==> config.mk <==
export PLATFORM = sky130hd
export DESIGN_NAME = gesture_lock_latch
export DESIGN_NICKNAME = d
export VERILOG_FILES = /design/src/rtl/gesture_pkg.sv /design/src/rtl/gesture_lock_latch_rise_detect.sv /design/src/rtl/gesture_lock_latch.sv
export SDC_FILE = /design/constraint.sdc
export NUM_CORES = 1
export LEC_CHECK = 0
export ABC_AREA = 1
export BUFFER_PORTS_ARGS = -buffer_cell sky130_fd_sc_hd__buf_2
export CORE_MARGIN = 1
export CORE_UTILIZATION = 52
export CTS_BUF_LIST = sky130_fd_sc_hd__clkbuf_16
export CTS_CLUSTER_SIZE = 30
export DETAILED_ROUTE_END_ITERATION = 16
export PLACE_DENSITY_LB_ADDON = 0.2
export SYNTH_ARGS = -nofsm -noshare
export SYNTH_HDL_FRONTEND = slang
export SYNTH_HIERARCHICAL = 1
export SYNTH_SLANG_ARGS = --single-unit
==> constraint.sdc <==
create_clock -name sck -period 1.95 [get_ports sck]
set_clock_uncertainty 0.1 [all_clocks]
set_input_delay 0.2925 -clock sck [delete_from_list [all_inputs] [get_ports sck]]
set_output_delay 0.2925 -clock sck [all_outputs]
set_load 0.05 [all_outputs]
==> src/rtl/gesture_pkg.sv <==
// Shared types and constants for the gesture lock latch.
// Latency: n/a (package only).
// Backpressure: n/a (package only).
package gesture_pkg;

    typedef enum logic [1:0] {
        IDLE    = 2'd0,
        ACQUIRE = 2'd1,
        LOCKED  = 2'd2
    } state_t;

    localparam int FRAME_W_DEF = 8;
    localparam int NCLASS_DEF  = 3;

    // Bit positions of each gesture inside the one-hot class field.
    localparam int ROCK     = 2;
    localparam int PAPER    = 1;
    localparam int SCISSORS = 0;

    // True when exactly one bit of v is set.
    function automatic logic is_onehot(input logic [31:0] v);
        return (v != 32'd0) && ((v & (v - 32'd1)) == 32'd0);
    endfunction

endpackage

==> src/rtl/gesture_lock_latch_rise_detect.sv <==
// Rising-edge detector: one-cycle pulse when d goes from 0 to 1.
// Latency: combinational pulse in the same cycle d is first seen high.
// Backpressure: none; a level held high yields a single pulse.
module rise_detect
    import gesture_pkg::*;
#(
    parameter logic PRESET = 1'b1
) (
    input  logic clk,
    input  logic reset,
    input  logic d,
    output logic pulse
);

    logic d_q;

    // Registered copy of d; preset on reset so a level already high is not seen as an edge.
    always_ff @(posedge clk) begin
        if (reset) d_q <= PRESET;
        else       d_q <= d;
    end

    assign pulse = d & ~d_q;

endmodule

==> src/rtl/gesture_lock_latch.sv <==
// Qualifies one-hot gesture frames and latches the gesture after STABLE_CNT agreeing frames.
// Latency: led/valid update on the same edge that samples done rising.
// Backpressure: none; frames outside ACQUIRE or colliding with clear are dropped.
module gesture_lock_latch
    import gesture_pkg::*;
#(
    parameter int FRAME_W    = FRAME_W_DEF,
    parameter int NCLASS     = NCLASS_DEF,
    parameter int STABLE_CNT = 2,
    parameter int CNT_W      = 4
) (
    input  logic               sck,
    input  logic               reset,
    input  logic               start,
    input  logic               done,
    input  logic [FRAME_W-1:0] sig,
    input  logic               clear,
    output logic [NCLASS-1:0]  led,
    output logic               valid,
    output logic [CNT_W-1:0]   invalid_cnt
);

    localparam int AW = $clog2(STABLE_CNT + 1);

    state_t            state, state_nxt;
    logic [NCLASS-1:0] cand, cand_nxt;
    logic [AW-1:0]     agree, agree_nxt, agree_upd;
    logic [NCLASS-1:0] led_nxt;
    logic              valid_nxt;
    logic [CNT_W-1:0]  cnt_nxt;
    logic              fs;
    logic [NCLASS-1:0] f;
    logic              f_ok;

    // Payload bits below the class field carry nothing this block uses.
    logic unused_payload;
    assign unused_payload = ^sig[FRAME_W-NCLASS-1:0];

    assign f    = sig[FRAME_W-1 -: NCLASS];
    assign f_ok = is_onehot(32'(f));

    rise_detect #(.PRESET(1'b1)) u_done_rise (
        .clk   (sck),
        .reset (reset),
        .d     (done),
        .pulse (fs)
    );

    // State and datapath registers.
    always_ff @(posedge sck) begin
        if (reset) begin
            state       <= IDLE;
            led         <= '0;
            valid       <= 1'b0;
            invalid_cnt <= '0;
            cand        <= '0;
            agree       <= '0;
        end else begin
            state       <= state_nxt;
            led         <= led_nxt;
            valid       <= valid_nxt;
            invalid_cnt <= cnt_nxt;
            cand        <= cand_nxt;
            agree       <= agree_nxt;
        end
    end

    // Next-state logic: start low overrides everything, then clear, then the frame strobe.
    always_comb begin
        state_nxt = state;
        led_nxt   = led;
        valid_nxt = valid;
        cnt_nxt   = invalid_cnt;
        cand_nxt  = cand;
        agree_nxt = agree;
        agree_upd = agree;
        if (!start) begin
            state_nxt = IDLE;
        end else begin
            case (state)
                IDLE: begin
                    state_nxt = ACQUIRE;
                    led_nxt   = '0;
                    valid_nxt = 1'b0;
                    cnt_nxt   = '0;
                    cand_nxt  = '0;
                    agree_nxt = '0;
                end
                ACQUIRE: begin
                    if (clear) begin
                        cand_nxt  = '0;
                        agree_nxt = '0;
                    end else if (fs) begin
                        if (!f_ok) begin
                            agree_nxt = '0;
                            if (invalid_cnt != {CNT_W{1'b1}}) cnt_nxt = invalid_cnt + 1'b1;
                        end else begin
                            // agree stays below STABLE_CNT while acquiring, so +1 cannot wrap.
                            if (f == cand && agree != '0) begin
                                agree_upd = agree + 1'b1;
                            end else begin
                                cand_nxt  = f;
                                agree_upd = AW'(1);
                            end
                            agree_nxt = agree_upd;
                            if (agree_upd == AW'(STABLE_CNT)) begin
                                led_nxt   = f;
                                valid_nxt = 1'b1;
                                state_nxt = LOCKED;
                            end
                        end
                    end
                end
                LOCKED: begin
                    if (clear) begin
                        state_nxt = ACQUIRE;
                        led_nxt   = '0;
                        valid_nxt = 1'b0;
                        cand_nxt  = '0;
                        agree_nxt = '0;
                    end
                end
                default: state_nxt = IDLE;
            endcase
        end
    end

endmodule

==> run metrics, run 1 <==
Core Area 1745 um2; ant diodes 0; largest net degree at the start of global routing 11; grt total ovfl 0; ratio of final minimum period to clock period 86.24%; measured slew at the worst slew-check pin 0.3813 ns; Skew-Pair Late Insertion Delay 0.24 ns; Cell Area, Synth 970.9 um2; most frequent cells in the layout nand2_1 (39), nor2_1 (21), inv_1 (18), dfxtp_1 (16), buf_2 (15); Hold WS 0.1409 ns; CTS H-tree lvls 1; hold_sp done; placed cell areas 1074 um2; most common cell after layout, fill and taps aside nand2_1; Via Count 1005; CP max FO 5; CTS Buf Count 3; post-CTS setup buffers 0; layout cells sized above 1 21.30%; Yosys top cell area share 32.99%; routability cong. 0.8197; routed wire length 2140 um; DR WL/cell 11.03 um; Synthesized Nets 165; Die Width 45.21 um; crit path DAT 1.72 ns; number of iterations in the first detailed-routing pass 4; Pwr Density 818.4 nW/um2; num rows 15; DRT iter0 DRCs 26; Overall Global Routing Usage 24.03%; hold endpoint u_done_rise/d_q; Slew Limit Fails 0; Final nets 185; mean number of vias per cell 5.180; area added between synthesis and finish 18.69%; max_cap viols 0; Worst Reg-to-Reg Cells 12; post-route cell area 1152 um2; Ys Warns 6; # port buffers 15; Seq cells post-synth 16; Syn Inst Count 150; number of global-route vias before repair 890; reg2reg end cand[2]; Syn Area/Cell 6.473 um2; first-pass GRT wire length 3484 um; post-DP HPWL 1575 um; critical path class reg2reg; Worst EP required 1.99 ns; top cells by area, synth dfxtp_1 (33%), nand2_1 (15%), nor2_1 (8.1%), inv_1 (7.0%), a21oi_1 (6.2%); crit start category flop; fillers 166; Hold Violations, Final 0; Leak 0.5616 nW; CTS tree yes; hold-critical path depth 3; Synth area leader dfxtp_1; Critical Path Sink Type flop; Starting Density 55.63%; Clock Sinks 16; worst hold path type in2reg; Residual DRC 0; relative slew slack 74.46%; post-cts resize count 0; # setup viols final 0; crit path time final 1.682 ns; Fmax 594.7 MHz; clock transition at the registers of the reported paths 0.05 ns; clk root buf clkbuf_16; peak supply drop 0.5252 mV; total negative setup slack 0 ns; Die ar. 2044 um2; initial antenna violation count 0; Chip Height 45.21 um; post-synth cell types 25; r2r startpoint agree[0]; IO Pins 21; Longest Clk Path Bufs 2; outcome completed; RSZ-0062 raised after global routing false; cts hold-fix bufs 0; Routed Antenna Nets 0; sequential share of the synthesized area 32.99%; reg-to-reg slack, setup 0.27 ns
==> cell families (layout without fill, tap and decap cells) <==
group / after synthesis / in the layout / synth area share, %
adders and majority gates: 2 / 2 / 2.577
AOI/OAI and AO/OA: 21 / 21 / 12.76
xor gates and xnor gates: 1 / 1 / 0.9022
and+or+nand+nor: 85 / 85 / 40.08
DFF: 16 / 16 / 32.99
buffers and inverters: 25 / 44 / 10.69
==> per-stage QoR <==
step                setup slack [ns]  power [mW]  util [%]  cells
floorplan                     0.2380      0.5080         -    150
global placement              0.3943      0.5453     61.51    190
detailed placement            0.3559      0.5509     61.51    190
CTS                           0.2758      0.9522     66.02    194
global route                  0.1113      0.9905     66.02    194
finish                        0.2684      0.9431     66.02    194
==> layout make-up <==
type / count / area (um2) / share of cell area [%]
clock buffers: 3 / 75.07 / 6.515
clock inverters: 1 / 3.754 / 0.3257
inverters: 24 / 92.59 / 8.035
multi-input cells: 109 / 546.8 / 47.45
flip-flops and latches: 16 / 320.3 / 27.80
well taps: 25 / 31.28 / 2.714
repair buffers: 16 / 82.58 / 7.166
==> worst max-delay path: stages, from the launching register on <==
cell	delay, ns
dfxtp_1	0.37
inv_1	0.07
ha_1	0.19
inv_1	0.05
nand2_1	0.05
nor2_1	0.18
nand2_1	0.11
nand2_1	0.08
nand2_1	0.08
nand2_4	0.09
inv_2	0.04
nor2_1	0.10
nor2_1	0.06
==> how the worst max path moves through the flow <==
stage	to	slack [ns]	depth (start not counted)	from
6_report	cand[2]	0.27	12	agree[0]
5_1_grt	cand[2]	0.11	12	agree[0]
4_1_cts	cand[2]	0.28	12	agree[0]
3_5_place_dp	led[0]	0.36	10	agree[0]
3_3_place_gp	led[0]	0.39	10	agree[0]
2_1_floorplan	invalid_cnt[1]	0.24	7	invalid_cnt[0]
==> sequential cells by signal (all words and copies together) (netlist names) <==
| name | count |
|---|---|
| agree | 2 |
| led | 3 |
| cand | 3 |
| invalid_cnt | 4 |
| u_done_rise/d_q | 1 |
| state | 2 |
| valid | 1 |
==> layer usage <==
metal  vias to the layer above  global-route usage [%]  wire length [um]
met5                         -                       0                 0
met4                         0                   15.15                50
met3                         8                   3.600               115
met2                        39                   43.19              1062
met1                       437                   25.97               912
li1                        521                       -                 -
==> where the power goes <==
group          leakage, nW  total (mW)  switching (mW)  internal (mW)
clock network       0.0385       0.396           0.124          0.272
logic                0.392       0.187           0.131         0.0559
registers            0.131       0.360          0.0140          0.346
total                0.562       0.943           0.269          0.674
==> cells in the mapped netlist <==
cell type,instances
xor2_1,1
nand2_1,39
a21oi_4,1
o21ai_2,1
nand3b_1,1
o31ai_1,1
nand2_4,2
a31oi_1,1
nand4_1,5
inv_2,4
ha_1,2
nor3_1,1
nor2_2,2
nand3_1,8
o21ai_0,3
clkinv_1,1
inv_1,18
nor2_1,21
dfxtp_1,16
buf_6,1
nand2_2,4
inv_4,1
nand3_2,2
o21ai_1,2
a21oi_1,12
No activity file was read; power rests on OpenSTA's default activity.
==> run 2: changes to the inputs <==
--- a/config.mk
+++ b/config.mk
@@ -8,10 +8,11 @@
 export ABC_AREA = 1
 export BUFFER_PORTS_ARGS = -buffer_cell sky130_fd_sc_hd__buf_2
 export CORE_MARGIN = 1
-export CORE_UTILIZATION = 52
+export CORE_UTILIZATION = 25
 export CTS_BUF_LIST = sky130_fd_sc_hd__clkbuf_16
 export CTS_CLUSTER_SIZE = 30
 export DETAILED_ROUTE_END_ITERATION = 16
+export MAX_ROUTING_LAYER = met4
 export PLACE_DENSITY_LB_ADDON = 0.2
 export SYNTH_ARGS = -nofsm -noshare
 export SYNTH_HDL_FRONTEND = slang
==> run 2 against run 1 <==
  * Final cell count grew 12%
  * Highest routed layer unchanged
  * Worst setup slack gained 0.065 ns
  * Clock-buffer cell count is the same
==> run metrics, run 2 (synthesis gave the netlist of run 1 again) <==
outcome completed; Die Width 64.32 um (+42%); Residual DRC 0 (unchanged); placed cell count 213 (+12%); crit path DAT 1.71 ns (about the same); peak supply drop 0.2692 mV (-49%); Pwr Density 808.7 nW/um2 (-1.2%); worst hold path type in2reg; Worst EP required 2.04 ns (+0.05 ns); Longest Clk Path Bufs 2 (unchanged); initial antenna violation count 0 (unchanged); layout cells sized above 1 21.30% (unchanged); ratio of final minimum period to clock period 82.92% (-3.3 points); Core Area 3689 um2 (+110%); Largest regs invalid_cnt x4, cand x3, led x3; Fmax 618.5 MHz (+4.0%); DR WL/cell 9.760 um (-12%); Clk pwr share 43.1% (+1.1 points); dpl ws 0.3613 ns (+0.005369 ns); critical path class reg2reg; CTS H-tree lvls 1 (unchanged); CTS Buf Count 3 (unchanged); Slowest-stage cell, CP dfxtp_1; # setup viols final 0 (unchanged); most frequent cells in the layout nand2_1 (39), nor2_1 (21), inv_1 (18), dfxtp_1 (16), buf_2 (15); Final Core Density 32.02% (-34 points); Register Area 320.3 um2 (unchanged); Via Count 950 (-5.5%); CP Cell Sequence inv_1 -> ha_1 -> inv_1 -> nand2_1 -> nor2_1 -> nand4_1 -> nand2_2 -> nand2_2 -> nand2_1 -> nand2_1 -> nor2_1; clk root buf clkbuf_16; routed wire length 2118 um (-1.0%); area added between synthesis and finish 21.65%; Hold Violations, Final 0 (unchanged); Leak 0.5616 nW (unchanged); total negative setup slack 0 ns (unchanged); Routed Antenna Nets 0 (unchanged); Pint 0.6748 mW (+0.11%); multi-input gate area in the final layout 546.8 um2 (unchanged); post-cts resize count 0 (unchanged); post-route cell area 1181 um2 (+2.5%); relative slew slack 76.45% (+2.0 points); number of iterations in the first detailed-routing pass 4 (unchanged); DRT iter0 DRCs 13 (-50%); mean number of vias per cell 4.378 (-15%); Clock Sinks 16 (unchanged); cts hold-fix bufs 0 (unchanged); Final Worst Setup Slack 0.3331 ns (+0.06465 ns); Skew-Pair Late Insertion Delay 0.25 ns (about the same); measured slew at the worst slew-check pin 0.3517 ns (-0.02961 ns); most common cell after layout, fill and taps aside nand2_1; Worst Path Buf+Inv 2 (-1); Die ar. 4137 um2 (+100%); placed cell areas 1102 um2 (+2.7%); fillers 429 (+160%); crit start category flop; largest net degree at the start of global routing 11 (unchanged); Critical Path Sink Type flop; routability cong. 0.7669 (-6.4%); Worst path top cell family by delay simple AND/OR/NAND/NOR gates; post-CTS setup buffers 0 (unchanged); crit path time final 1.617 ns (-0.06465 ns); Starting Density 26.32% (-29 points); max_cap viols 0 (unchanged); total chip power 0.9551 mW (+1.3%); num rows 22 (+7); RSZ-0062 raised after global routing false; IO Pins 21 (unchanged); Non-Filler Instances 217 (+12%); combinational share of power 19.2% (-0.6 points); ant diodes 0 (unchanged); CTS tree yes; CP max FO 7 (+2); clock transition at the registers of the reported paths 0.05 ns (about the same); number of global-route vias before repair 881 (-1.0%); Chip Height 64.32 um (+42%); switching power 0.2804 mW (+4.2%); # port buffers 15 (unchanged); Most flops, register invalid_cnt; max reg flops 4 (unchanged); Flop pwr share 37.6% (-0.6 points); first-pass GRT wire length 3801 um (+9.1%); largest stage delay on the critical path 0.36 ns (about the same); Hold WS 0.1333 ns (-0.007690 ns); Crit path top cell by count nand2_1; post-DP HPWL 1651 um (+4.8%); Slew Limit Fails 0 (unchanged); Final nets 185 (unchanged); switching share of power 29.36% (+0.82 points); Overall Global Routing Usage 12.47% (-12 points); grt total ovfl 0 (unchanged)
-- run 2: cell counts in the layout (fill, tap and decap cells not counted) --
No cell type changed its count.
-- run 2: layout make-up --
| class | instances | share of cell area [%] |
|---|---|---|
| clock inverters | 1 | 0.3178 |
| well taps | 48 | 5.085 |
| repair buffers | 16 | 6.992 |
| flip-flops and latches | 16 | 27.12 |
| inverters | 24 | 7.839 |
| multi-input cells | 109 | 46.29 |
| clock buffers | 3 | 6.356 |
-- run 2: final timing paths --
path	startpoint	to	slack [ns]	depth (start not counted)
worst min register to register	valid	valid	0.36	2
worst max register to register	agree[0]	led[0]	0.33	11
worst max-delay path	agree[0]	led[0]	0.33	11
worst min-delay path	done	u_done_rise/d_q	0.13	3
-- run 2: worst reg2reg max path, delay by kind of cell, from the launching register on --
family | cells | cell delay (ns)
buffers and inverters | 2 | 0.12
AND/OR/NAND/NOR | 8 | 0.78
flip-flops | 1 | 0.36
adder cells (fa/ha/maj) | 1 | 0.19
-- run 2: routing by layer --
layer	GRT usage (%)	vias to the layer above	part of all wire [%]
met5	-	-	0
met4	8.333	0	2.9
met3	2.857	5	3.2
met2	18.95	11	44
met1	14.55	419	50
li1	-	515	-
-- run 2: power groups by stage --
stage | Combinational (mW) | Clock, mW | Sequential [mW]
4_1_cts | 0.186 | 0.416 | 0.360
6_report | 0.184 | 0.412 | 0.359
2_1_floorplan | 0.106 | 0 | 0.402
3_5_place_dp | 0.185 | 0 | 0.366
3_3_place_gp | 0.184 | 0 | 0.366
5_1_grt | 0.208 | 0.430 | 0.362
